$ cat config.mk
export PLATFORM = sky130hd
export DESIGN_NAME = mc_control
export DESIGN_NICKNAME = d
export VERILOG_FILES = /design/src/rtl/mc_pkg.sv /design/src/rtl/mc_decode.sv /design/src/rtl/mc_control.sv
export SDC_FILE = /design/constraint.sdc
export NUM_CORES = 1
export LEC_CHECK = 0
export CAP_MARGIN = 20
export CORE_MARGIN = 2
export CORE_UTILIZATION = 41
export CTS_BUF_LIST = sky130_fd_sc_hd__clkbuf_16
export DETAILED_ROUTE_END_ITERATION = 10
export GPL_ROUTABILITY_DRIVEN = 0
export GPL_TIMING_DRIVEN = 0
export PLACE_DENSITY = 0.76
export SYNTH_ARGS = -nofsm -noshare
export SYNTH_HDL_FRONTEND = slang
export SYNTH_HIERARCHICAL = 1
export SYNTH_SLANG_ARGS = --single-unit
$ cat constraint.sdc
create_clock -name clk -period 3.28 [get_ports clk]
set_input_delay 0.656 -clock clk [delete_from_list [all_inputs] [get_ports clk]]
set_output_delay 0.656 -clock clk [all_outputs]
set_load 0.05 [all_outputs]
$ cat src/rtl/mc_pkg.sv
// Shared encodings for the multicycle control unit: states, opcodes, funct codes,
// ALU codes, datapath select codes and the decoded instruction record.
package mc_pkg;

  typedef enum logic [2:0] {
    S_IF  = 3'd0,
    S_ID  = 3'd1,
    S_EXE = 3'd2,
    S_MEM = 3'd3,
    S_WB  = 3'd4
  } state_t;

  localparam logic [5:0] OP_RTYPE = 6'b000000;
  localparam logic [5:0] OP_ADDI  = 6'b001000;
  localparam logic [5:0] OP_ANDI  = 6'b001100;
  localparam logic [5:0] OP_ORI   = 6'b001101;
  localparam logic [5:0] OP_XORI  = 6'b001110;
  localparam logic [5:0] OP_LUI   = 6'b001111;
  localparam logic [5:0] OP_LW    = 6'b100011;
  localparam logic [5:0] OP_SW    = 6'b101011;
  localparam logic [5:0] OP_BEQ   = 6'b000100;
  localparam logic [5:0] OP_BNE   = 6'b000101;
  localparam logic [5:0] OP_J     = 6'b000010;
  localparam logic [5:0] OP_JAL   = 6'b000011;

  localparam logic [5:0] FN_ADD = 6'b100000;
  localparam logic [5:0] FN_SUB = 6'b100010;
  localparam logic [5:0] FN_AND = 6'b100100;
  localparam logic [5:0] FN_OR  = 6'b100101;
  localparam logic [5:0] FN_XOR = 6'b100110;
  localparam logic [5:0] FN_SLL = 6'b000000;
  localparam logic [5:0] FN_SRL = 6'b000010;
  localparam logic [5:0] FN_SRA = 6'b000011;
  localparam logic [5:0] FN_JR  = 6'b001000;

  localparam logic [3:0] ALU_ADD = 4'b0000;
  localparam logic [3:0] ALU_SUB = 4'b0100;
  localparam logic [3:0] ALU_AND = 4'b0001;
  localparam logic [3:0] ALU_OR  = 4'b0101;
  localparam logic [3:0] ALU_XOR = 4'b0010;
  localparam logic [3:0] ALU_LUI = 4'b0110;
  localparam logic [3:0] ALU_SLL = 4'b0011;
  localparam logic [3:0] ALU_SRL = 4'b0111;
  localparam logic [3:0] ALU_SRA = 4'b1111;

  localparam logic [1:0] ASEL_PC    = 2'd0;
  localparam logic [1:0] ASEL_RS    = 2'd1;
  localparam logic [1:0] ASEL_SHAMT = 2'd2;

  localparam logic [1:0] BSEL_RT     = 2'd0;
  localparam logic [1:0] BSEL_FOUR   = 2'd1;
  localparam logic [1:0] BSEL_IMM    = 2'd2;
  localparam logic [1:0] BSEL_BRANCH = 2'd3;

  localparam logic [1:0] PC_ALU    = 2'd0;
  localparam logic [1:0] PC_ALUOUT = 2'd1;
  localparam logic [1:0] PC_JUMP   = 2'd2;
  localparam logic [1:0] PC_RS     = 2'd3;

  typedef enum logic [3:0] {
    C_RTYPE,
    C_SHIFT,
    C_IMM_ARITH,
    C_IMM_LOGIC,
    C_LUI,
    C_LOAD,
    C_STORE,
    C_BRANCH,
    C_JUMP,
    C_ILLEGAL
  } iclass_t;

  typedef struct packed {
    iclass_t    cls;
    logic [3:0] aluc;
    logic       is_jal;
    logic       is_jr;
    logic       is_bne;
  } decode_t;

  // Instructions whose destination register comes from the rt field.
  function automatic logic writes_rt(input iclass_t cls);
    return (cls == C_IMM_ARITH) || (cls == C_IMM_LOGIC) ||
           (cls == C_LUI) || (cls == C_LOAD);
  endfunction

endpackage

$ cat src/rtl/mc_decode.sv
// Combinational opcode/funct decoder: instruction class, EXE ALU code and
// the few flags that distinguish members of the same class.
module mc_decode
  import mc_pkg::*;
(
  input  logic [5:0] op,
  input  logic [5:0] func,
  output decode_t    dec
);

  always_comb begin
    dec      = '0;
    dec.cls  = C_ILLEGAL;
    dec.aluc = ALU_ADD;
    case (op)
      OP_RTYPE: begin
        case (func)
          FN_ADD:  begin dec.cls = C_RTYPE; dec.aluc = ALU_ADD; end
          FN_SUB:  begin dec.cls = C_RTYPE; dec.aluc = ALU_SUB; end
          FN_AND:  begin dec.cls = C_RTYPE; dec.aluc = ALU_AND; end
          FN_OR:   begin dec.cls = C_RTYPE; dec.aluc = ALU_OR;  end
          FN_XOR:  begin dec.cls = C_RTYPE; dec.aluc = ALU_XOR; end
          FN_SLL:  begin dec.cls = C_SHIFT; dec.aluc = ALU_SLL; end
          FN_SRL:  begin dec.cls = C_SHIFT; dec.aluc = ALU_SRL; end
          FN_SRA:  begin dec.cls = C_SHIFT; dec.aluc = ALU_SRA; end
          FN_JR:   begin dec.cls = C_JUMP;  dec.is_jr = 1'b1;   end
          default: dec.cls = C_ILLEGAL;
        endcase
      end
      OP_ADDI: dec.cls = C_IMM_ARITH;
      OP_ANDI: begin dec.cls = C_IMM_LOGIC; dec.aluc = ALU_AND; end
      OP_ORI:  begin dec.cls = C_IMM_LOGIC; dec.aluc = ALU_OR;  end
      OP_XORI: begin dec.cls = C_IMM_LOGIC; dec.aluc = ALU_XOR; end
      OP_LUI:  begin dec.cls = C_LUI;       dec.aluc = ALU_LUI; end
      OP_LW:   dec.cls = C_LOAD;
      OP_SW:   dec.cls = C_STORE;
      OP_BEQ:  begin dec.cls = C_BRANCH; dec.aluc = ALU_SUB; end
      OP_BNE:  begin dec.cls = C_BRANCH; dec.aluc = ALU_SUB; dec.is_bne = 1'b1; end
      OP_J:    dec.cls = C_JUMP;
      OP_JAL:  begin dec.cls = C_JUMP; dec.is_jal = 1'b1; end
      default: dec.cls = C_ILLEGAL;
    endcase
  end

endmodule

$ cat src/rtl/mc_control.sv
// Multicycle CPU control unit: sequences fetch/decode/execute/memory/write-back
// and drives datapath enables and selects; stalls on the shared memory ready.
//
//   state | meaning
//   IF    | fetch at PC, PC += 4; waits for mem_rdy
//   ID    | decode, ALUout <= branch target; jumps finish here
//   EXE   | ALU operation; branches resolve here
//   MEM   | load/store at ALUout; waits for mem_rdy
//   WB    | register file write
module mc_control
  import mc_pkg::*;
(
  input  logic       clk,
  input  logic       clrn,
  input  logic [5:0] op,
  input  logic [5:0] func,
  input  logic       z,
  input  logic       mem_rdy,
  output logic       wpc,
  output logic       wir,
  output logic       wmem,
  output logic       wreg,
  output logic       iord,
  output logic       regrt,
  output logic       m2reg,
  output logic       jal,
  output logic       sext,
  output logic [1:0] alusrca,
  output logic [1:0] alusrcb,
  output logic [3:0] aluc,
  output logic [1:0] pcsource,
  output logic [2:0] state,
  output logic       illegal
);

  state_t  state_q;
  state_t  state_d;
  decode_t dec;

  mc_decode u_decode (
    .op   (op),
    .func (func),
    .dec  (dec)
  );

  always_ff @(posedge clk or negedge clrn) begin
    if (!clrn) state_q <= S_IF;
    else       state_q <= state_d;
  end

  assign state = state_q;

  always_comb begin
    state_d  = S_IF;
    wpc      = 1'b0;
    wir      = 1'b0;
    wmem     = 1'b0;
    wreg     = 1'b0;
    iord     = 1'b0;
    regrt    = 1'b0;
    m2reg    = 1'b0;
    jal      = 1'b0;
    sext     = 1'b0;
    alusrca  = ASEL_PC;
    alusrcb  = BSEL_RT;
    aluc     = ALU_ADD;
    pcsource = PC_ALU;
    illegal  = 1'b0;
    case (state_q)
      S_IF: begin
        alusrcb = BSEL_FOUR;
        wir     = mem_rdy;
        wpc     = mem_rdy;
        state_d = mem_rdy ? S_ID : S_IF;
      end
      S_ID: begin
        alusrcb = BSEL_BRANCH;
        sext    = 1'b1;
        if (dec.cls == C_JUMP) begin
          wpc      = 1'b1;
          pcsource = dec.is_jr ? PC_RS : PC_JUMP;
          wreg     = dec.is_jal;
          jal      = dec.is_jal;
          state_d  = S_IF;
        end else if (dec.cls == C_ILLEGAL) begin
          illegal = 1'b1;
          state_d = S_IF;
        end else begin
          state_d = S_EXE;
        end
      end
      S_EXE: begin
        case (dec.cls)
          C_RTYPE: begin
            alusrca = ASEL_RS;
            aluc    = dec.aluc;
            state_d = S_WB;
          end
          C_SHIFT: begin
            alusrca = ASEL_SHAMT;
            aluc    = dec.aluc;
            state_d = S_WB;
          end
          C_IMM_ARITH: begin
            alusrca = ASEL_RS;
            alusrcb = BSEL_IMM;
            sext    = 1'b1;
            state_d = S_WB;
          end
          C_IMM_LOGIC, C_LUI: begin
            alusrca = ASEL_RS;
            alusrcb = BSEL_IMM;
            aluc    = dec.aluc;
            state_d = S_WB;
          end
          C_LOAD, C_STORE: begin
            alusrca = ASEL_RS;
            alusrcb = BSEL_IMM;
            sext    = 1'b1;
            state_d = S_MEM;
          end
          C_BRANCH: begin
            alusrca  = ASEL_RS;
            aluc     = ALU_SUB;
            pcsource = PC_ALUOUT;
            wpc      = dec.is_bne ? ~z : z;
            state_d  = S_IF;
          end
          default: state_d = S_IF;
        endcase
      end
      S_MEM: begin
        // wmem is held through the stall; the memory commits on the mem_rdy cycle.
        iord = 1'b1;
        wmem = (dec.cls == C_STORE);
        if (mem_rdy) state_d = (dec.cls == C_LOAD) ? S_WB : S_IF;
        else         state_d = S_MEM;
      end
      S_WB: begin
        wreg    = 1'b1;
        regrt   = writes_rt(dec.cls);
        m2reg   = (dec.cls == C_LOAD);
        state_d = S_IF;
      end
      default: state_d = S_IF;
    endcase
  end

endmodule

==> flow_summary.yaml, run 1 <==
cts:
  clk_pin_slew_ps: 30
  cts.sinks: 3
  cts-root-buf: "clkbuf_16"
  clock_latency_ps: 230
  cts_tree: "done"
  clockBufferDepth: 2
  cts_inserted_buffers: 3
  htree_levels: 1
status:
  violations: "negative setup slack"
  outcome: "complete, but fails checks"
routing:
  first_pass_iters: 6
  via_count: 1457
  ant_nets: 0
  drc_errors: 0
  drt_iter0_drc: 131
  post_drt_wl_per_cell_um: 20.0
  wirelength_um: 4360
  vias_per_cell: 6.68
worst_setup_path:
  crit_chain: "buf_8, or4b_4, a21oi_2, o21bai_1, a221o_1, clkbuf_8, nor4bb_4, o21ai_0, nand2_1, buf_6"
  crit_slowest_cell: "or4b_4"
  critical_path_class: "input port to output port"
  path_max_fanout: 7
  worst-path-buf-inv: 3
  cp_top_family: "compound AO/OA/AOI/OAI gates"
  endpoint_kind: "output port"
  cp.arrival_ps: 2770
  cp-start-kind: "input port"
  cp.required_ps: 2620
  cp_slowest_stage_delay_ps: 540
timing:
  worst_pin_slew_ps: 621
  worst_slack_ps: -147
  rsz0062_at_grt: "true"
  setup_viol: 8
  finalHoldViolations: 0
  min_period_over_period_pct: 104
  fin_skew_ps: 3.24
  drv_slew: 0
  tns_ps: -834
  relSlewSlack_pct: 58.0
  period_needed_ps: 3430
  fmax_mhz: 292
finish:
  final_nets: 208
  syn_to_final_growth_pct: 97.2
  most-common-layout-cells: "buf_4, nand2_1, buf_8"
  drive_above_1_share_pct: 46.6
  final_common_cell: "buf_4"
  largest_reg_flops: 3
  diodes: 0
  fin_util_pct: 85.3
power_and_ir_drop:
  irDropWorstVdd_v: 0.000299
  leakage_nw: 0.717
  p_per_area_nw_per_um2: 330
synth:
  syn-instance-count: 136
  netlist_area_um2: 848
  ys_seq_area_share_pct: 8.85
  yosysWarnings: 6
  yosys-top-cells-area: "dfrtp_1, a21oi_1, nand2_1"
  synth_edf_count: 0
  yosys.area.top_type: "dfrtp_1"
  synth_ff_type: "dfrtp_1"
  synthArstFlopShare_pct: 100
  avgSynthCellArea_um2: 6.24
  ys_types: 43
  yosysTopAreaCellShare_pct: 8.85
  synth-seq-cells: 3
  synth_nets: 152
global_routing:
  grt_start_max_net_pins: 11
  antenna_found_initial: 0
  grt_usage_pct: 31.2
  grt_pass1_wl_um: 5830
  overflow: 0
  grt_pass1_vias: 1236
floorplanning:
  design.core.area_um2: 1960
  die_w_um: 49.5
  initial_core_util_pct: 43.2
  die_area_um2: 2450
  core.rowCount: 16
  dieHeight_um: 49.5
  ioPinCount: 39
placement:
  hpwl_um: 2090
  io_buffers: 33
min_path:
  hold_path_class: "input port to async pin"
run:
  drv_cap: 0
-- kinds of logic after synthesis --
group	synth area share, %
compound gates	30.2
xor+xnor	2.07
flops	8.85
buf+inv	9.88
simple gates	49.0
-- cells in the mapped netlist, types with 4 or more instances --
cell type	n
nor3_1	5
nor2_1	14
nor2b_1	6
and3_1	4
nand2_1	16
o21ai_0	8
inv_1	5
and2_1	4
nand2b_1	4
a21oi_1	13
clkbuf_1	6
-- report_power, final --
group / leakage [nW] / switching [mW] / internal [mW]
clock network: 0.0423 / 0.0432 / 0.158
registers: 0.0395 / 0.0131 / 0.0421
logic: 0.635 / 0.186 / 0.110
-- worst reg2reg max path: stages (launching register included) --
cell and delay [ps]:
dfrtp_1 470, or4b_4 570, buf_8 170, o21ai_0 260
-- through the flow --
step                      cells  area (µm²)  setup slack, ps  hold slack [ps]  power [mW]
after floorplan             136         922             -126              360       0.221
after global placement      196        1290            -1230              607       0.296
after detailed placement    196        1290            -1310              612       0.300
after CTS                   216        1570             -116              625       0.516
after global routing        218        1670             -188              638       0.566
final                       218        1670             -147              630       0.553
-- routing by layer --
metal	vias up	wire, µm	GRT usage, %
li1	614	-	-
met1	633	1430	33.7
met2	162	2040	55.9
met3	48	530	6.97
met4	0	356	17.6
met5	-	0	0
-- worst paths after layout --
kind	cells after the start	slack, ps	start	endpoint
setup / recovery	10	-150	func[2]	sext
hold / removal	1	630	clrn	state[2]$_DFF_PN0_
setup reg to reg	3	1700	state[0]$_DFF_PN0_	state[2]$_DFF_PN0_
hold reg to reg	1	750	state[1]$_DFF_PN0_	state[0]$_DFF_PN0_
max in group asynchronous	1	2480	clrn	state[0]$_DFF_PN0_
min in group clk	1	750	state[1]$_DFF_PN0_	state[0]$_DFF_PN0_
-- what timing repair did --
action                     4_1_cts  5_1_grt
pin swaps                       12       12
cloned                           1        0
setup buffers                   15        3
resized for setup              154       41
hold endpoints to repair         0        0
hold buffers                     0        0
setup endpoints to repair       17       17
-- area by class of cell --
type	instances	area (µm²)
Sequential cell	3	75.1
Timing Repair Buffer	51	495
Buffer	12	115
Clock buffer	3	75.1
Fill cell	114	289
Inverter	5	18.8
Tap cell	27	33.8
Multi-Input combinational cell	116	856
Clock inverter	1	3.75
(Power assumes the default switching activity.)
==> run 2: changes to the inputs <==
CORE_MARGIN = unset   (was 2)
clock period = 3.5 ns   (was 3.28 ns; I/O delays follow)
==> run 2 against run 1 <==
Net effect: the flow now finishes without violations; first-iteration DRC count is 73% lower; sequential power is 9.2% lower; die area is 7.9% lower; critical endpoint is now wmem; worst hold slack better by 31 ps; count of clock-buffer cells in the layout stayed put; global-route usage is 3.5 points lower; total power is 12% lower; clock power is 12% lower; wire length is 28% lower; final area is 7.3% lower; highest routed layer unchanged; sequential cell count stayed put; utilization is 6.3 points lower.
==> flow_summary.yaml, run 2 (synthesis gave the netlist of run 1 again) <==
status:
  outcome: "complete, no violations"
floorplanning:
  dieHeight_um: 47.5
  design.core.area_um2: 1960
  die_area_um2: 2250
  ioPinCount: 39
  initial_core_util_pct: 43.2
  die_w_um: 47.5
  core.rowCount: 16
worst_setup_path:
  rr_worst_depth: 4
  crit_start: "func[2]"
  crit_chain: "buf_6, or4b_4, a21oi_2, o21bai_1, a221o_1, clkbuf_8, nor2b_4, and3_1, buf_2"
  crit_slowest_cell: "or4b_4"
  r2r_start: "state[2]$_DFF_PN0_"
  cp.arrival_ps: 2750
  path_max_fanout: 7
  endpoint_kind: "output port"
  cp.required_ps: 2800
  cp-start-kind: "input port"
  critical_path_class: "input port to output port"
  reg2reg_slack_ps: 2000
  crit_path_end: "wmem"
  cp_slowest_stage_delay_ps: 540
  r2r_end: "state[2]$_DFF_PN0_"
finish:
  most-common-layout-cells: "buf_4, nand2_1, nor2_1"
  diodes: 0
  final_common_cell: "buf_4"
  syn_to_final_growth_pct: 82.7
  fin_area_um2: 1550
  largest_reg_flops: 3
  drive_above_1_share_pct: 44.2
  final_nets: 207
cts:
  htree_levels: 1
  cts_tree: "done"
  cts.sinks: 3
  hold_buffers: 0
  cts_inserted_buffers: 3
  clock_latency_ps: 220
  cts-root-buf: "clkbuf_16"
  clk_pin_slew_ps: 30
  clockBufferDepth: 2
routing:
  first_pass_iters: 4
  drc_errors: 0
  ant_nets: 0
  via_count: 1246
  vias_per_cell: 5.74
  post_drt_wl_per_cell_um: 14.4
  drt_iter0_drc: 35
  wirelength_um: 3130
timing:
  worst_pin_slew_ps: 505
  period_needed_ps: 3450
  finalHoldViolations: 0
  fin_skew_ps: 3.79
  setup_viol: 0
  relSlewSlack_pct: 66.3
  drv_slew: 0
  fmax_mhz: 290
  tns_ps: 0
  min_period_over_period_pct: 98.4
power_and_ir_drop:
  irDropWorstVdd_v: 0.000277
  finalPower_mw: 0.484
  p_seq_share_pct: 10.3
  p_int_mw: 0.285
  leakage_nw: 0.670
  comb_power_share_pct: 53.2
  p_clk_share_pct: 36.4
  switching_share_pct: 41.2
  p_sw_mw: 0.200
  p_per_area_nw_per_um2: 313
placement:
  placed_area_um2: 1250
  hpwl_um: 2030
  io_buffers: 33
global_routing:
  overflow: 0
  grt_usage_pct: 27.7
  antenna_found_initial: 0
  grt_pass1_vias: 1077
  grt_start_max_net_pins: 11
  grt_pass1_wl_um: 4440
run:
  drv_cap: 0
min_path:
  hold_path_class: "input port to async pin"
## run 2: power groups by stage
stage	clock network, mW	registers, mW	logic [mW]
final	0.177	0.0501	0.258
after CTS	0.179	0.0494	0.249
after detailed placement	0	0.0497	0.228
after floorplan	0	0.0639	0.140
after global placement	0	0.0491	0.226
after global routing	0.183	0.0507	0.274
## run 2: worst min-delay path by stage
| stage | end | cells after the start | from |
|---|---|---|---|
| after global routing | state[0]$_DFF_PN0_ | 1 | state[1]$_DFF_PN0_ |
| after CTS | state[0]$_DFF_PN0_ | 1 | state[1]$_DFF_PN0_ |
| final | state[0]$_DFF_PN0_ | 1 | clrn |
| after floorplan | state[0]$_DFF_PN0_ | 0 | clrn |
| after detailed placement | state[0]$_DFF_PN0_ | 1 | state[1]$_DFF_PN0_ |
| after global placement | state[0]$_DFF_PN0_ | 1 | state[1]$_DFF_PN0_ |
## run 2: final cells by class
cell class                 instances  area [µm²]
buffer                            12         101
clock buffer                       3        75.1
fill                             155         412
clock inverter                     1        3.75
tap                               27        33.8
inverter                           5        18.8
timing repair buffer              50         428
multi-input combinational        116         815
sequential                         3        75.1
## run 2: layer usage
layer | global-route usage (%) | part of all wire (%)
met1 | 30.3 | 39
met2 | 52.1 | 55
met3 | 4.91 | 5.0
met4 | 11.4 | 1.1
met5 | 0 | 0
## run 2: stage by stage
step | hold slack [ps] | util, % | setup slack [ps] | instances
2_1_floorplan | 404 | - | -74.4 | 136
3_5_place_dp | 618 | 63.8 | -1310 | 196
4_1_cts | 618 | 77.0 | 6.68 | 217
5_1_grt | 658 | 79.0 | -23.3 | 217
3_3_place_gp | 615 | 63.8 | -1290 | 196
6_report | 661 | 79.0 | 54.3 | 217
## run 2: worst max-delay path, delay by kind of cell
family | cells | cell delay [ps]
AOI/OAI and AO/OA | 3 | 560
buffers and inverters | 3 | 540
and+or+nand+nor | 3 | 940
## run 2: timing repair
item / in CTS / in global routing
setup endpoints to repair: 17 / 16
pin swaps: 11 / 9
gates resized for setup: 135 / 25
setup buffers: 17 / 0
